<file path="config.mk">
export PLATFORM = sky130hd
export DESIGN_NAME = sseg_scan_ctrl
export DESIGN_NICKNAME = d
export VERILOG_FILES = /design/src/rtl/sseg_pkg.sv /design/src/rtl/sseg_hex_decode.sv /design/src/rtl/sseg_scan_ctrl.sv
export SDC_FILE = /design/constraint.sdc
export NUM_CORES = 1
export LEC_CHECK = 0
export BUFFER_PORTS_ARGS = -buffer_cell sky130_fd_sc_hd__buf_4
export CORE_MARGIN = 5
export CORE_UTILIZATION = 55
export DETAILED_ROUTE_END_ITERATION = 8
export HOLD_SLACK_MARGIN = 0.03
export PLACE_DENSITY = 0.76
export SLEW_MARGIN = 20
export SYNTH_ARGS = -nofsm -noshare
export SYNTH_HDL_FRONTEND = slang
export SYNTH_SLANG_ARGS = --single-unit
export TNS_END_PERCENT = 1
</file>
<file path="constraint.sdc">
create_clock -name clk -period 4.9 [get_ports clk]
set_input_delay 0.245 -clock clk [delete_from_list [all_inputs] [get_ports clk]]
set_output_delay 0.245 -clock clk [all_outputs]
set_load 0.03 [all_outputs]
</file>
<file path="src/rtl/sseg_pkg.sv">
// sseg_pkg: shared types and constants for the seven-segment display blocks.
//   state_t   - slot phase: BLANK (all anodes off) or SHOW (digit lit)
//   HEX_GLYPH - 16-entry hex glyph table, {g,f,e,d,c,b,a}, active low
//   SEG_OFF   - all segments dark
//   AN_OFF    - all anodes disabled
package sseg_pkg;

  typedef enum logic {
    BLANK = 1'b0,
    SHOW  = 1'b1
  } state_t;

  localparam logic [6:0] SEG_OFF = 7'h7F;
  localparam logic [3:0] AN_OFF  = 4'hF;

  // Index is the nibble value; entry is the active-low segment pattern.
  localparam logic [6:0] HEX_GLYPH [16] = '{
    7'h40, 7'h79, 7'h24, 7'h30,
    7'h19, 7'h12, 7'h02, 7'h78,
    7'h00, 7'h10, 7'h08, 7'h03,
    7'h46, 7'h21, 7'h06, 7'h0E
  };

endpackage

</file>
<file path="src/rtl/sseg_hex_decode.sv">
// sseg_hex_decode: combinational 4-bit to 7-segment glyph lookup.
//   nibble - hex digit to render
//   glyph  - segments {g,f,e,d,c,b,a}, active low
module sseg_hex_decode
  import sseg_pkg::*;
(
  input  logic [3:0] nibble,
  output logic [6:0] glyph
);

  // Pure table lookup so every display block renders digits identically.
  assign glyph = HEX_GLYPH[nibble];

endmodule

</file>
<file path="src/rtl/sseg_scan_ctrl.sv">
// sseg_scan_ctrl: time-multiplexed scan controller for a 4-digit common-anode
// seven-segment display showing a 16-bit value as hex.
//   clk        - system clock
//   rst        - synchronous active-high reset
//   val        - value to display, val[3:0] is the rightmost digit
//   load       - one-cycle strobe capturing val into the pending register
//   dp_mask    - decimal point enables per digit (1 = lit), sampled live
//   lz_blank   - enables leading-zero suppression, sampled live
//   an         - anode enables, active low, an[0] = rightmost digit
//   seg        - segments {g,f,e,d,c,b,a}, active low
//   dp         - decimal point, active low
//   frame_done - one-cycle pulse in the last cycle of each 4-digit frame
module sseg_scan_ctrl #(
  parameter int DIV   = 100000,
  parameter int BLANK = 1000
) (
  input  logic        clk,
  input  logic        rst,
  input  logic [15:0] val,
  input  logic        load,
  input  logic [3:0]  dp_mask,
  input  logic        lz_blank,
  output logic [3:0]  an,
  output logic [6:0]  seg,
  output logic        dp,
  output logic        frame_done
);
  import sseg_pkg::*;

  localparam int CW = (DIV > 1) ? $clog2(DIV) : 1;
  localparam logic [CW-1:0] CNT_LAST  = CW'(DIV - 1);
  localparam logic [CW-1:0] CNT_BLANK = CW'(BLANK);

  logic [CW-1:0] cnt_q, cnt_d;
  logic [1:0]    digit_q, digit_d;
  state_t        state_q, state_d;
  logic [15:0]   pending_q, pending_d;
  logic [15:0]   shadow_q, shadow_d;
  logic [3:0]    an_q, an_d;
  logic [6:0]    seg_q, seg_d;
  logic          dp_q, dp_d;
  logic          frame_done_q, frame_done_d;

  logic          at_wrap;
  logic          at_frame_end;
  logic [3:0]    nibble;
  logic [6:0]    glyph;
  logic          suppress;

  sseg_hex_decode u_decode (
    .nibble (nibble),
    .glyph  (glyph)
  );

  // Slot counter, digit rotation and the tear-free value handoff. The shadow
  // only changes on the frame boundary; taking pending_d there means a load
  // landing exactly on the boundary goes straight to the display. frame_done
  // is predicted from the next state so its pulse coincides with the boundary.
  always_comb begin
    at_wrap      = (cnt_q == CNT_LAST);
    at_frame_end = at_wrap && (digit_q == 2'd3);
    cnt_d        = at_wrap ? '0 : cnt_q + CW'(1);
    digit_d      = at_wrap ? digit_q + 2'd1 : digit_q;
    state_d      = (cnt_d < CNT_BLANK) ? sseg_pkg::BLANK : sseg_pkg::SHOW;
    pending_d    = load ? val : pending_q;
    shadow_d     = at_frame_end ? pending_d : shadow_q;
    frame_done_d = (cnt_d == CNT_LAST) && (digit_d == 2'd3);
  end

  // Pick the current digit's nibble and decide leading-zero suppression:
  // digit i >= 1 goes dark when every nibble from 3 down to i is zero.
  always_comb begin
    nibble   = shadow_q[{digit_q, 2'b00} +: 4];
    suppress = lz_blank && (digit_q != 2'd0) &&
               ((shadow_q >> {digit_q, 2'b00}) == 16'd0);
  end

  // Pin drive for the next cycle. Everything is dark in the blanking gap;
  // a suppressed digit keeps its anode off but still shows its decimal point.
  always_comb begin
    an_d  = AN_OFF;
    seg_d = SEG_OFF;
    dp_d  = 1'b1;
    if (state_q == sseg_pkg::SHOW) begin
      dp_d = ~dp_mask[digit_q];
      if (!suppress) begin
        an_d  = ~(4'b0001 << digit_q);
        seg_d = glyph;
      end
    end
  end

  // All state and registered outputs; reset wins over any load in flight.
  always_ff @(posedge clk) begin
    if (rst) begin
      cnt_q        <= '0;
      digit_q      <= 2'd0;
      state_q      <= sseg_pkg::BLANK;
      pending_q    <= 16'd0;
      shadow_q     <= 16'd0;
      an_q         <= AN_OFF;
      seg_q        <= SEG_OFF;
      dp_q         <= 1'b1;
      frame_done_q <= 1'b0;
    end else begin
      cnt_q        <= cnt_d;
      digit_q      <= digit_d;
      state_q      <= state_d;
      pending_q    <= pending_d;
      shadow_q     <= shadow_d;
      an_q         <= an_d;
      seg_q        <= seg_d;
      dp_q         <= dp_d;
      frame_done_q <= frame_done_d;
    end
  end

  assign an         = an_q;
  assign seg        = seg_q;
  assign dp         = dp_q;
  assign frame_done = frame_done_q;

endmodule

</file>
## After elaboration in Yosys (flattened, before gate mapping)

Memories as Yosys holds them, arrays and structs flattened. A register that Yosys moved wholly into a read port is not among the register bits.
Cells that the tools add are included.

- Output and inout port bits: 13
- Logic and storage cells: 38
- Memory bits (read-only): 112
- Register bits: 58
- Memories: 1

- Add/sub/neg operators: 2
- Reductions and logical operators: 8
- Multiplexer cells: 6
- Eq/ne operators: 4
- Bitwise logic cells: 4
- $lt $le $gt $ge: 2
- Shifts and indexed selects: 3

Memories:

| memory | depth | width | read ports | clocked after Yosys merged registers in | wr ports | RTL line | source |
|---|---|---|---|---|---|---|---|
| (name not given) | 16 | 7 | 1 | 1 | 0 | sseg_hex_decode.sv:12 | `assign glyph = HEX_GLYPH[nibble];` |

Operator list:

| cell | count |
|---|---|
| $eq A17 B17 Y1 const B | 2 |
| $add A17 B1 Y17 const B | 1 |
| $lt A17 B10 Y1 const B | 1 |
| $mux W17 | 1 |
| $logic_not A16 Y1 | 1 |
| $mux W16 | 1 |
| $shiftx A16 B5 Y4 | 1 |
| $shr A16 B4 Y16 | 1 |
| $not A4 Y5 | 1 |
| $eq A2 B2 Y1 const B | 2 |
| $logic_and A1 B1 Y1 | 4 |
| $not A4 Y4 | 1 |
| $shl A1 B2 Y4 const A | 1 |
| $lt A2 B3 Y1 const B | 1 |
| $reduce_or A3 Y1 | 1 |
| $add A2 B1 Y2 const B | 1 |
| $bmux W1 S2 | 1 |
| $mux W1 | 2 |
| $mux W2 | 1 |
| $not A1 Y1 | 2 |
| $reduce_bool A2 Y1 | 1 |
| $reduce_or A2 Y1 | 1 |

## Depth between registers and ports, before layout

- Depth in word-level cells: 4
- Gate-level depth with buffers: 9
- Mapped depth without buffers: 8

## By module

Synthesis repeated with hierarchy kept, for this count alone.

- Cells, all modules: 307
- Area, all modules: 3100.5 sq um

By module, submodules not included:

| module | cells an instance | area an instance (sq um) | times used |
|---|---|---|---|
| sseg_scan_ctrl | 276 | 2837.7 | 1 |
| sseg_hex_decode | 31 | 262.8 | 1 |

## Worst setup path after synthesis

OpenSTA, ideal clock, no wires.

- Path type: reg2reg
- From: register digit_q[0]
- To: register seg_q[1], in the netlist seg[1]
- Cell stages (with the launch flop): 10
- Path slack: 2680 ps
- Period minus slack after synthesis: 2220 ps
- Buffers on the path: 2
- Arrival: 2141 ps
- Cell sequence: dfxtp_1 -> buf_2 -> mux4_2 -> inv_1 -> ha_1 -> nand4_1 -> a2111oi_0 -> nor3b_1 -> clkbuf_1 -> o211ai_1

- Word-level cells in the longest chain between the ends: 4
- Elaborated cells between the ends (all ways): 8
- Those cells by class: shift: 2; bitwise: 1; reduce/logical: 5

RTL lines:

| what | RTL line | source |
|---|---|---|
| start, declared | sseg_scan_ctrl.sv:35 | `logic [1:0] digit_q, digit_d;` |
| start signal, assigned | sseg_scan_ctrl.sv:107 | `digit_q <= digit_d;` |
| $shr A16 B4 Y16 / $reduce_bool A2 Y1 (equally long branches) | sseg_scan_ctrl.sv:75, sseg_scan_ctrl.sv:74 |  |
| $logic_not A16 Y1 / $logic_and A1 B1 Y1 (equally long branches) | sseg_scan_ctrl.sv:75, sseg_scan_ctrl.sv:74 |  |
| $logic_and A1 B1 Y1 | sseg_scan_ctrl.sv:74 | `suppress = lz_blank && (digit_q != 2'd0) &&` |
| $reduce_or A3 Y1 (no source line) | - |  |
| end, declared | sseg_scan_ctrl.sv:40 | `logic [6:0] seg_q, seg_d;` |

Several ways; a longest one is shown, not always the timed one.
A chain may end at the register's enable or synchronous reset.

## Worst setup path in the final report

Ends and elaborated chain as after synthesis.

==> summary.md <==
| Metric | Value |
|---|---|
| Synth Flop Type | dfxtp_1 |
| Router iterations before antenna repair | 4 |
| Cell leakage power | 0.001339 µW |
| Seq/Total Area, Yosys | 41.35% |
| Cells after synthesis | 330 |
| Residual DRC | 0 |
| Num CTS Buffers | 9 |
| Layout area overhead | 12.29% |
| Number of global-route vias before repair | 2163 |
| Psw | 235.4 µW |
| Internal Pwr Total | 768.9 µW |
| RSZ-0062 raised after global routing | false |
| Reg clk slew, reported paths | 0.07 ns |
| Count of different cell masters after synthesis | 45 |
| Status | completed |
| Switching Share | 23.44% |
| Gpl congestion | 0.8933 |
| Layout fillers | 483 |
| Setup Crit Path Kind | reg2reg |
| Min Tclk post-route | 2.644 ns |
| Number of flops mapped to enable cells by yosys | 0 |
| DP HPWL | 4.678 mm |
| Post-Syn Area per Cell | 9.536 µm² |
| # setup viols final | 0 |
| Iteration-0 DRC Markers | 151 |
| I/O pin count | 37 |
| Clock root cell | clkbuf_8 |
| First-pass GRT wire length | 10.52 mm |
| Detail Route Antenna Nets | 0 |
| Cts hold-fix bufs | 0 |
| WP data required | 5.17 ns |
| N_diodes | 0 |
| Die width | 85.64 µm |
| GRT overflow | 0 |
| Clk Latency, worst-skew pair | 0.35 ns |
| Largest net degree at the start of global routing | 25 |
| Die ar. | 0.007334 mm² |
| Final net count | 390 |
| CTS resizes | 0 |
| Via count | 2390 |
| Post-Syn Nets | 364 |
| Worst Skew | 0.006677 ns |
| IR Drop Worst-Case VDD | 0.0002143 V |
| Dpl ws | 2.019 ns |
| Yosys Warn Count | 0 |
| H-tree levels | 3 |
| Tcrit/Tclk final | 53.95% |
| Power Dens Cells | 284.2 mW/mm² |
| CTS tree | yes |
| Final WL | 6.435 mm |
| Final setup TNS | 0 ns |
| Worst hold-check path type | in2reg |
| Crit-path max FO | 11 |
| Slew margin rel. | 59.12% |
| Clock sinks | 65 |
| GRT Util Overall | 18.49% |
| Initial core utilization | 56.80% |
| Bufs on Longest Clock Path | 2 |
| Via density | 5.520 |
| Fmax | 0.3783 GHz |
| Hold Fails Final Rpt | 0 |
| Initial antenna violation count | 0 |
| Clk network pwr share | 41.1% |
| Buffers on Ports | 36 |
| PnR worst setup slack | 2.256 ns |
| Max-Cap Viols | 0 |
| Core Box Area | 0.005540 mm² |
| Rows | 27 |
| Mapped Area | 0.003147 mm² |
| Startpoint Class | flip-flop |
| Combinational Power Share | 4.7% |
| DR WL/cell | 14.86 µm |
| Arr. time, crit path | 2.91 ns |
| Share of flip-flops with an asynchronous set or reset | 0% |
| Final-report max-slew violation count | 0 |
| Worst Tran Pin Value | 0.5977 ns |
| Sequential power share | 54.2% |
| Die Height | 85.64 µm |
| Postcts setup bufs | 0 |
| Crit path capture type | flip-flop |
| Layout cells sized above 1 | 18.28% |
| Yosys reg bits | 65 |
[sequential cells by signal, summed over array words and instances, names as in the netlist]
signal	count
pending_q	16
cnt_q	17
digit_q	2
seg	7
state_q	1
dp	1
frame_done	1
shadow_q	16
an	4
[path summary, 6_finish.rpt]
path / from / to / slack [ns] / cells after the start
max: digit_q[0] / seg[1] / 2.26 / 7
min: val[2] / pending_q[2] / 0.16 / 3
max reg2reg: digit_q[0] / seg[1] / 2.26 / 7
min reg2reg: state_q / dp / 0.45 / 1
[metal layers]
layer  up-vias  GRT usage, %  wire length (µm)
li1       1188             -                 -
met1      1113         25.61              3066
met2        77         26.77              2882
met3        12         5.476               355
met4         0         7.770               130
met5         -             0                 0
[layout make-up]
type                    count  area (µm²)  share of cell area (%)
inverters                  26       97.59                   2.762
clock inverters             5       30.03                  0.8499
repair buffers             36       270.3                   7.649
well taps                  72       90.09                   2.550
flip-flops and latches     65        1301                   36.83
clock buffers              11       151.4                   4.285
multi-input cells         218        1593                   45.08
[cell usage after synthesis, types with 6 or more instances]
cell type  instances  area share, %
a21oi_1            7            1.1
and2_1            16            3.2
clkbuf_1          10            1.2
dfxtp_1           65             41
ha_1              10            4.0
inv_1             26            3.1
mux2i_1           34             11
nand2_1           21            2.5
nand3_1            9            1.4
nand4_1            6            1.2
nor2_1            36            4.3
nor3_1             7            1.1
nor4_1             8            1.6
o21ai_0            6           0.95
xnor2_1            6            1.7
xor2_1             6            1.7
[worst max-delay path: stages (launching register included)]
cell,delay (ns)
dfxtp_1,0.60
mux4_2,0.63
inv_1,0.13
ha_1,0.22
nand4_1,0.11
a2111oi_0,0.49
nor3b_2,0.23
o211ai_1,0.15
[per-stage QoR]
step	util [%]	instances	hold WS [ns]	power, µW	area, µm²
2_1_floorplan	-	330	0.3141	583.4	3147
3_3_place_gp	60.41	417	0.4392	601.1	3347
3_5_place_dp	60.41	417	0.4285	603.2	3347
4_1_cts	63.69	433	0.1495	1012	3528
5_1_grt	63.78	433	0.1560	1047	3533
6_report	63.78	433	0.1571	1004	3533
[power by group through the flow]
stage	Combinational [µW]	Clock, µW	Sequential, µW
after floorplan	30.6	0	553
after global placement	46.0	0	555
after detailed placement	47.4	0	556
after CTS	47.5	421	544
after global routing	51.4	452	544
final	47.1	413	544
[cells by family after synthesis]
logic type	after synthesis	share of synthesized area, %
muxes	42	15.47
xor gates and xnor gates	12	3.340
adders and majority gates	10	3.976
AOI/OAI and AO/OA	32	6.959
DFF	65	41.35
and+or+nand+nor	122	20.72
buffers and inverters	47	8.191
[placed cells by master, fill, tap and decap left out, types with 7 or more instances in the layout]
master	count
buf_4	36
and2_1	16
clkbuf_8	11
nor2_1	36
ha_1	10
nand3_1	9
a21oi_1	7
dfxtp_1	65
nand2_1	21
nor3_1	7
nor4_1	8
mux2i_1	34
inv_1	26
Power figures use the tool's default switching activity.
